**config.mk**
```make
export PLATFORM = sky130hd
export DESIGN_NAME = alu_seq_flat
export DESIGN_NICKNAME = d
export VERILOG_FILES = /design/src/rtl/alu_pkg.sv /design/src/rtl/alu_seq_if.sv /design/src/rtl/alu_slice.sv /design/src/rtl/alu_seq.sv /design/src/flat_wrapper.sv
export SDC_FILE = /design/constraint.sdc
export NUM_CORES = 1
export LEC_CHECK = 0
export CAP_MARGIN = 20
export CORE_MARGIN = 1.5
export CORE_UTILIZATION = 51
export CTS_CLUSTER_SIZE = 16
export DETAILED_ROUTE_END_ITERATION = 10
export DONT_BUFFER_PORTS = 1
export PLACE_DENSITY_LB_ADDON = 0.05
export SLEW_MARGIN = 10
export SYNTH_ARGS = -nofsm -noshare
export SYNTH_HDL_FRONTEND = slang
export SYNTH_SLANG_ARGS = --single-unit
```
**constraint.sdc**
```tcl
create_clock -name clk -period 12.8 [get_ports clk]
set_input_delay 3.84 -clock clk [delete_from_list [all_inputs] [get_ports clk]]
set_output_delay 3.84 -clock clk [all_outputs]
set_load 0.02 [all_outputs]
```
**src/rtl/alu_pkg.sv**
```systemverilog
// alu_pkg: shared definitions for the iterative Y86-64 ALU sequencer.
//   - ifun encodings for the OPq family
//   - sequencer state enum and slice operation enum
//   - condition-code bit positions and reset value
package alu_pkg;

   localparam logic [3:0] IFUN_ADD = 4'd0;
   localparam logic [3:0] IFUN_SUB = 4'd1;
   localparam logic [3:0] IFUN_AND = 4'd2;
   localparam logic [3:0] IFUN_XOR = 4'd3;

   typedef enum logic [1:0] {
      ST_IDLE = 2'd0,
      ST_EXEC = 2'd1,
      ST_DONE = 2'd2
   } state_e;

   typedef enum logic [1:0] {
      SOP_ADD = 2'd0,
      SOP_AND = 2'd1,
      SOP_XOR = 2'd2
   } slice_op_e;

   // Bit positions inside the {ZF,SF,OF} vector
   localparam int CC_ZF = 2;
   localparam int CC_SF = 1;
   localparam int CC_OF = 0;

   localparam logic [2:0] CC_RESET = 3'b100;

   function automatic logic ifun_is_valid(input logic [3:0] f);
      return (f <= IFUN_XOR);
   endfunction

endpackage

```
**src/rtl/alu_seq_if.sv**
```systemverilog
// alu_seq_if: request/response bus between execute-stage control (master)
// and the ALU sequencer (slave).
//
// Handshake rules (both channels):
//   A transfer happens on a rising edge where valid && ready are both high.
//   The request fields (ifun, val_a, val_b, set_cc) matter only on that edge.
//   Once rsp_valid rises, result/err/cc stay stable until the transfer edge.
//   rsp_valid does not depend combinationally on rsp_ready.
interface alu_seq_if #(
   parameter int WIDTH = 64
);
   logic             req_valid;
   logic             req_ready;
   logic [3:0]       ifun;
   logic [WIDTH-1:0] val_a;
   logic [WIDTH-1:0] val_b;
   logic             set_cc;
   logic             rsp_valid;
   logic             rsp_ready;
   logic [WIDTH-1:0] result;
   logic             err;
   logic [2:0]       cc;

   modport master (
      output req_valid, ifun, val_a, val_b, set_cc, rsp_ready,
      input  req_ready, rsp_valid, result, err, cc
   );

   modport slave (
      input  req_valid, ifun, val_a, val_b, set_cc, rsp_ready,
      output req_ready, rsp_valid, result, err, cc
   );
endinterface

```
**src/rtl/alu_slice.sv**
```systemverilog
// alu_slice: one SLICE-bit combinational add/and/xor slice.
// Ports:
//   op_i      slice operation (add / and / xor)
//   inv_y_i   invert y_i before adding (subtract: x + ~y + 1)
//   x_i, y_i  slice operands (x = val_b slice, y = val_a slice)
//   carry_i   carry-in from the previous slice
//   res_o     slice result
//   carry_o   carry-out (0 for logic ops)
module alu_slice
   import alu_pkg::*;
#(
   parameter int SLICE = 16
) (
   input  slice_op_e        op_i,
   input  logic             inv_y_i,
   input  logic [SLICE-1:0] x_i,
   input  logic [SLICE-1:0] y_i,
   input  logic             carry_i,
   output logic [SLICE-1:0] res_o,
   output logic             carry_o
);

   logic [SLICE-1:0] y_eff;
   logic [SLICE:0]   sum;

   always_comb begin
      y_eff   = inv_y_i ? ~y_i : y_i;
      sum     = {1'b0, x_i} + {1'b0, y_eff} + {{SLICE{1'b0}}, carry_i};
      res_o   = sum[SLICE-1:0];
      carry_o = 1'b0;
      case (op_i)
         SOP_ADD: begin
            res_o   = sum[SLICE-1:0];
            carry_o = sum[SLICE];
         end
         SOP_AND: res_o = x_i & y_i;
         SOP_XOR: res_o = x_i ^ y_i;
         default: res_o = sum[SLICE-1:0];
      endcase
   end

endmodule

```
**src/rtl/alu_seq.sv**
```systemverilog
// alu_seq: iterative WIDTH-bit ALU for the Y86-64 execute stage.
// One request is accepted in IDLE, processed SLICE bits per cycle through a
// single shared alu_slice, then returned in DONE with optional CC update.
// Ports:
//   clk, rst_n  clock, synchronous active-low reset
//   bus         alu_seq_if slave (request / response channels)
//   state_o     current FSM state (debug visibility)
module alu_seq
   import alu_pkg::*;
#(
   parameter int WIDTH = 64,
   parameter int SLICE = 16
) (
   input  logic   clk,
   input  logic   rst_n,
   alu_seq_if.slave bus,
   output state_e state_o
);

   localparam int NSLICE = WIDTH / SLICE;
   localparam int CNT_W  = (NSLICE > 1) ? $clog2(NSLICE) : 1;

   // Operands and result are stored slice-indexed so the counter selects
   // the active slice directly.
   typedef logic [NSLICE-1:0][SLICE-1:0] word_t;

   state_e           state_q, state_d;
   logic [CNT_W-1:0] cnt_q, cnt_d;
   logic [3:0]       ifun_q, ifun_d;
   word_t            a_q, a_d;
   word_t            b_q, b_d;
   word_t            res_q, res_d;
   logic             set_cc_q, set_cc_d;
   logic             carry_q, carry_d;
   logic             err_q, err_d;
   logic [2:0]       cc_q, cc_d;

   slice_op_e        sop;
   logic [SLICE-1:0] slice_res;
   logic             slice_carry;
   word_t            res_fin;
   logic             last_slice;
   logic             r_sign, a_sign, b_sign, of_bit;

   always_comb begin
      case (ifun_q)
         IFUN_AND: sop = SOP_AND;
         IFUN_XOR: sop = SOP_XOR;
         default:  sop = SOP_ADD;
      endcase
   end

   alu_slice #(.SLICE(SLICE)) u_slice (
      .op_i    (sop),
      .inv_y_i (ifun_q == IFUN_SUB),
      .x_i     (b_q[cnt_q]),
      .y_i     (a_q[cnt_q]),
      .carry_i (carry_q),
      .res_o   (slice_res),
      .carry_o (slice_carry)
   );

   // Result including the slice being written this cycle; on the last slice
   // this is the complete word used for the condition codes.
   always_comb begin
      res_fin        = res_q;
      res_fin[cnt_q] = slice_res;
   end

   assign last_slice = (cnt_q == CNT_W'(NSLICE - 1));
   assign r_sign     = res_fin[NSLICE-1][SLICE-1];
   assign a_sign     = a_q[NSLICE-1][SLICE-1];
   assign b_sign     = b_q[NSLICE-1][SLICE-1];

   always_comb begin
      case (ifun_q)
         IFUN_ADD: of_bit = (a_sign == b_sign) && (r_sign != a_sign);
         IFUN_SUB: of_bit = (a_sign != b_sign) && (r_sign != b_sign);
         default:  of_bit = 1'b0;
      endcase
   end

   always_comb begin
      state_d  = state_q;
      cnt_d    = cnt_q;
      ifun_d   = ifun_q;
      a_d      = a_q;
      b_d      = b_q;
      res_d    = res_q;
      set_cc_d = set_cc_q;
      carry_d  = carry_q;
      err_d    = err_q;
      cc_d     = cc_q;
      case (state_q)
         ST_IDLE: begin
            if (bus.req_valid) begin
               ifun_d   = bus.ifun;
               a_d      = bus.val_a;
               b_d      = bus.val_b;
               set_cc_d = bus.set_cc;
               cnt_d    = '0;
               res_d    = '0;
               carry_d  = (bus.ifun == IFUN_SUB);
               if (ifun_is_valid(bus.ifun)) begin
                  err_d   = 1'b0;
                  state_d = ST_EXEC;
               end else begin
                  err_d   = 1'b1;
                  state_d = ST_DONE;
               end
            end
         end
         ST_EXEC: begin
            res_d   = res_fin;
            carry_d = slice_carry;
            cnt_d   = cnt_q + CNT_W'(1);
            if (last_slice) begin
               cnt_d   = '0;
               state_d = ST_DONE;
               if (set_cc_q) begin
                  cc_d[CC_ZF] = (res_fin == '0);
                  cc_d[CC_SF] = r_sign;
                  cc_d[CC_OF] = of_bit;
               end
            end
         end
         ST_DONE: begin
            if (bus.rsp_ready) state_d = ST_IDLE;
         end
         default: state_d = ST_IDLE;
      endcase
   end

   always_ff @(posedge clk) begin
      if (!rst_n) begin
         state_q  <= ST_IDLE;
         cnt_q    <= '0;
         ifun_q   <= '0;
         a_q      <= '0;
         b_q      <= '0;
         res_q    <= '0;
         set_cc_q <= 1'b0;
         carry_q  <= 1'b0;
         err_q    <= 1'b0;
         cc_q     <= CC_RESET;
      end else begin
         state_q  <= state_d;
         cnt_q    <= cnt_d;
         ifun_q   <= ifun_d;
         a_q      <= a_d;
         b_q      <= b_d;
         res_q    <= res_d;
         set_cc_q <= set_cc_d;
         carry_q  <= carry_d;
         err_q    <= err_d;
         cc_q     <= cc_d;
      end
   end

   assign bus.req_ready = (state_q == ST_IDLE);
   assign bus.rsp_valid = (state_q == ST_DONE);
   assign bus.result    = res_q;
   assign bus.err       = err_q;
   assign bus.cc        = cc_q;
   assign state_o       = state_q;

endmodule

```
**src/flat_wrapper.sv**
```systemverilog
// flat-port wrapper written by rule: the top's interface ports become plain ports
module alu_seq_flat import alu_pkg::*;
#(
   parameter int WIDTH = 64,
   parameter int SLICE = 16
)
  (clk, rst_n, state_o, bus_req_valid, bus_ifun, bus_val_a, bus_val_b, bus_set_cc, bus_rsp_ready, bus_req_ready, bus_rsp_valid, bus_result, bus_err, bus_cc);
  alu_seq_if #(.WIDTH(WIDTH)) bus_i ();
  input  logic clk;
  input  logic rst_n;
  output state_e state_o;
  input wire logic [$bits(bus_i.req_valid)-1:0] bus_req_valid;
  input wire logic [$bits(bus_i.ifun)-1:0] bus_ifun;
  input wire logic [$bits(bus_i.val_a)-1:0] bus_val_a;
  input wire logic [$bits(bus_i.val_b)-1:0] bus_val_b;
  input wire logic [$bits(bus_i.set_cc)-1:0] bus_set_cc;
  input wire logic [$bits(bus_i.rsp_ready)-1:0] bus_rsp_ready;
  output wire logic [$bits(bus_i.req_ready)-1:0] bus_req_ready;
  output wire logic [$bits(bus_i.rsp_valid)-1:0] bus_rsp_valid;
  output wire logic [$bits(bus_i.result)-1:0] bus_result;
  output wire logic [$bits(bus_i.err)-1:0] bus_err;
  output wire logic [$bits(bus_i.cc)-1:0] bus_cc;
  assign bus_i.req_valid = bus_req_valid;
  assign bus_i.ifun = bus_ifun;
  assign bus_i.val_a = bus_val_a;
  assign bus_i.val_b = bus_val_b;
  assign bus_i.set_cc = bus_set_cc;
  assign bus_i.rsp_ready = bus_rsp_ready;
  assign bus_req_ready = bus_i.req_ready;
  assign bus_rsp_valid = bus_i.rsp_valid;
  assign bus_result = bus_i.result;
  assign bus_err = bus_i.err;
  assign bus_cc = bus_i.cc;
  alu_seq #(.WIDTH(WIDTH), .SLICE(SLICE)) u_core (.clk(clk), .rst_n(rst_n), .bus(bus_i), .state_o(state_o));
endmodule
```
---- Word level (Yosys, flattened, before mapping) ----
Index checks and enable logic that the tools add are counted.
storage, ports and cells
  flip-flop bits (word level) ............. 206
  bits of input ports ..................... 137
  logic and storage cells ................. 81
operators by class
  $add $sub $neg .......................... 3
  magnitude comparators ................... 3
  eq/ne operators ......................... 16
  multiplexer cells ....................... 25
  bitwise gates (word level) .............. 3
  reductions and logical operators ........ 12
operators with widths
  operator              number
  $pmux W64 S2          1
  $bmux W16 S2          2
  $bwmux W64            1
  $logic_not A64 Y1     1
  $mux W16              4
  $mux W64              1
  $demux W16 S2         1
  $pmux W16 S2          1
  $add A16 B16 Y17      1
  $add A17 B1 Y17       1
  $and A16 B16 Y16      1
  $not A16 Y16          1
  $xor A16 B16 Y16      1
  $mux W2               6
  $eq A4 B1 Y1 const B  2
  $eq A4 B2 Y1 const B  2
  $pmux W2 S2           2
  $eq A2 B2 Y1 const B  3
  $pmux W2 S3           1
  $reduce_and A3 Y1     2
  $eq A2 B1 Y1 const B  2
  $le A4 B2 Y1 const B  1
  $logic_not A2 Y1      2
  $logic_not A4 Y1      1
  other kinds (12)      21

---- Longest topological paths before layout ----
  depth after elaboration ................. 11
  depth in mapped cells ................... 17
  depth with buffers taken out ............ 15

---- Cells and area by module ----
A second synthesis with hierarchy kept.
unflattened totals
  cells, all modules ...................... 1202
  area, all modules ....................... 10611.4 um^2
by module, submodules not included
  module     instances  cells each  area each (um^2)  seq. area each (um^2)
  alu_seq    1          986         8979.9            4124.0
  alu_slice  1          216         1631.6            0.0

---- Worst setup path after synthesis ----
Ideal clock, no wire load.
  kind .................................... in2reg
  start point ............................. input port bus_req_valid
  end point ............................... register u_core.res_q, in the netlist u_core.bus.result[57]
  setup time .............................. 0.059 ns
  data arrival time ....................... 5.014 ns
  slack ................................... 7.726 ns
  stages .................................. 7
  buffers on the path ..................... 2
  path through ............................ and2_1 clkbuf_1 a21oi_1 clkbuf_1 nand2_1 o21ai_0 and2_1
on the way
  longest elaborated chain between the ends .. 2
RTL lines
  element                      RTL line            text
  from (decl)                  flat_wrapper.sv:12  input wire logic [$bits(bus_i.req_valid)-1:0] bus_req_valid;
  $ne A2 B2 Y1 (no line)       --
  $reduce_and A2 Y1 (no line)  --
  to (signal assigned)         alu_seq.sv:152      res_q <= res_d;
  to (decl)                    alu_seq.sv:32       word_t res_q, res_d;
No other way between the ends.
A chain may end at the register's enable or synchronous reset.

---- Final worst setup path ----
  start point ............................. register u_core.state_q[1] (netlist: u_core.state_o[1])
  end point ............................... output port bus_rsp_valid
on the way
  longest elaborated chain between the ends .. 1
RTL lines
  element                 RTL line            text
  from (decl)             alu_seq.sv:27       state_e state_q, state_d;
  from (signal assigned)  alu_seq.sv:147      state_q <= state_d;
  $eq A2 B2 Y1            alu_seq.sv:161      assign bus.rsp_valid = (state_q == ST_DONE);
  to (decl)               flat_wrapper.sv:19  output wire logic [$bits(bus_i.rsp_valid)-1:0] bus_rsp_valid;
No other way between the ends.

==> results.yml <==
sta:
  tightest_slew_ns: 1.05
  finalSetupViolations: 0
  rsz0062_at_grt: "no"
  drv_slew: 0
  min_period_ns: 5.53
  min_period_over_period_pct: 43.2
  final-hold-violation-count: 0
  relSlewSlack_pct: 30.3
  tns_ns: 0
  fmax_ghz: 0.181
  timing.final.ws_setup_ns: 7.27
  clock_skew_ns: 0.0189
clocking:
  clk_pin_slew_ns: 0.06
  cts_setup_buffers: 0
  cts-root-buf: "clkbuf_16"
  clockBufferDepth: 3
  cts_hold_buffers: 0
  cts_max_level: 1
  cts_buffers: 24
  post_cts_resized: 0
  cts_sinks: 206
  cts_tree: "done"
  insertion_delay_ns: 0.52
worst_hold_path:
  hp-start: "u_core.a_q[49]"
  hold_path_end: "u_core.a_q[49]"
  min_path_type: "reg2reg"
  hold_depth: 2
routing:
  wl_per_cell_um: 20.1
  postRouteAntennaNets: 0
  avgViaCountPerCell: 5.84
  num_vias: 8319
  drc: 0
  routed_wl_um: 28700
  drtIter0Drc: 487
  firstDrtPassIters: 5
global_route:
  antenna_found_initial: 0
  grt_usage_pct: 26.0
  grt_max_degree: 208
  first_global_vias: 7938
  grt_pass1_wl_um: 44700
  grt_overflow: 0
worst_setup_path:
  critPathArrivalTime_ns: 1.69
  reg2reg_from: "u_core.cnt_q[1]"
  required_ns: 8.96
  max_stage_delay_ns: 0.74
  endpoint_kind: "output pin"
  rr_worst_depth: 15
  timing.rr.end: "u_core.bus.cc[2]"
  crit_buf_inv: 0
  start_kind: "flop"
  crit_type: "reg2out"
  path_cells: "nor2b_1"
  critPathMaxFanout: 15
  critical_path.slowest_cell: "dfxtp_1"
  regToRegSetupSlack_ns: 8.09
  critPathTopFamily: "flip-flops"
place:
  port_buffers: 0
  place_hpwl_um: 19900
  place_congestion: 0.855
  dp_cells: 1384
  place_ws_ns: 6.92
floorplanning:
  boundaryPins: 209
  die_area_sq_mm: 0.0215
  die_x_um: 147
  die_h_um: 147
  initial_utilization_pct: 52.0
  design.core.area_sq_mm: 0.0202
  row_count: 52
power_and_ir_drop:
  p_seq_share_pct: 43.2
  max-vdd-ir-drop_mv: 0.0971
  total_power_w: 0.00161
  p_switching_w: 0.000427
  combPwrFrac_pct: 14.2
  p_leak_nw: 4.21
  power.density_mw_per_mm2: 142
  swShare_pct: 26.5
  p_int_w: 0.00118
  pwr-share-clk_pct: 42.6
yosys:
  synthTopCellsByArea: "dfxtp_1 39%, nand2_1 11%, a21boi_0 9.7%"
  yosysUniqueCellTypes: 67
  synthTopCellsByCount: "296 x nand2_1, 206 x dfxtp_1, 136 x a21boi_0"
  async_flop_share_pct: 0
  syn_inst: 1197
  syn_area_per_cell_sq_um: 8.78
  synth_nets: 1374
  synth.most_common_cell: "nand2_1"
  synth_warnings: 0
  synth.ff_latch_count: 206
  synth_top_area_cell: "dfxtp_1"
  yosysSeqAreaShare_pct: 39.2
  synth_area_sq_mm: 0.0105
  synth_top_area_share_pct: 39.2
  synth_ff_type: "dfxtp_1"
  synth_edf_count: 0
outcome:
  status: "completed"
finish:
  syn2layout_area_growth_pct: 8.09
  layout.cells.non_filler: 1425
  n_antenna_cell: 0
  drive_above_1_share_pct: 7.88
  final_util_pct: 56.2
  nNetsFinal: 1317
job:
  drv_cap: 0
-- power by group through the flow --
stage,registers (W),logic (W),clock network [W]
after floorplan,0.000700,0.000187,0
after global placement,0.000708,0.000224,0
after detailed placement,0.000709,0.000227,0
after CTS,0.000695,0.000228,0.000695
after global routing,0.000699,0.000254,0.000723
final,0.000695,0.000229,0.000685
-- registers in the layout (all words and copies together), names as in the netlist --
register	count
u_core.state_o	2
u_core.carry_q	1
u_core.ifun_q	4
u_core.b_q	64
u_core.a_q	64
u_core.bus.result	64
u_core.bus.err	1
u_core.cnt_q	2
u_core.set_cc_q	1
u_core.bus.cc	3
-- placed cells by master (no fill, tap or decap), drive strengths merged, types with 27 or more instances in the layout --
cell type and count:
nor2b 67, a21oi 27, a22oi 62, dfxtp 206
nand2 296, ha 38, nor2 33, a21boi 137
clkbuf 38, mux4 32
-- kinds of logic (layout without fill, tap and decap cells) --
logic type | after synthesis | after routing | synth area share (%)
buf+inv | 104 | 62 | 3.89
xor+xnor | 28 | 28 | 2.33
fa+ha+maj | 40 | 40 | 4.90
flops | 206 | 206 | 39.2
compound gates | 324 | 324 | 22.8
simple gates | 458 | 458 | 19.5
mux | 37 | 37 | 7.34
-- final cells by class --
cell class,instances,area [sq um]
fillers,1886,8870
inverters,13,48.8
multi-input cells,887,5990
flip-flops and latches,206,4130
clock buffers,38,754
clock inverters,3,46.3
well taps,270,338
repair buffers,8,60.1
-- through the flow --
stage / instance area (sq um) / hold WS (ns)
floorplan: 10500 / 0.440
global placement: 10600 / 0.447
detailed placement: 10600 / 0.453
CTS: 11400 / 0.461
global route: 11400 / 0.480
finish: 11400 / 0.456
-- worst max path at each step --
stage	startpoint	end	slack, ns	cells past startpoint
floorplan	bus_req_valid	u_core.bus.result[57]	7.73	7
global placement	bus_req_valid	u_core.bus.result[62]	6.99	7
detailed placement	bus_req_valid	u_core.bus.result[62]	6.92	7
CTS	u_core.state_o[1]	bus_rsp_valid	7.26	1
global route	u_core.state_o[1]	bus_rsp_valid	7.21	1
finish	u_core.state_o[1]	bus_rsp_valid	7.27	1
-- routing by layer --
metal,up-vias,global-route usage (%),part of all wire (%)
met4,0,6.06,1.8
met2,254,40.7,44
met5,-,0,0
met3,39,6.25,7.3
met1,3936,36.3,47
li1,4090,-,-
No activity file was read; power rests on OpenSTA's default activity.
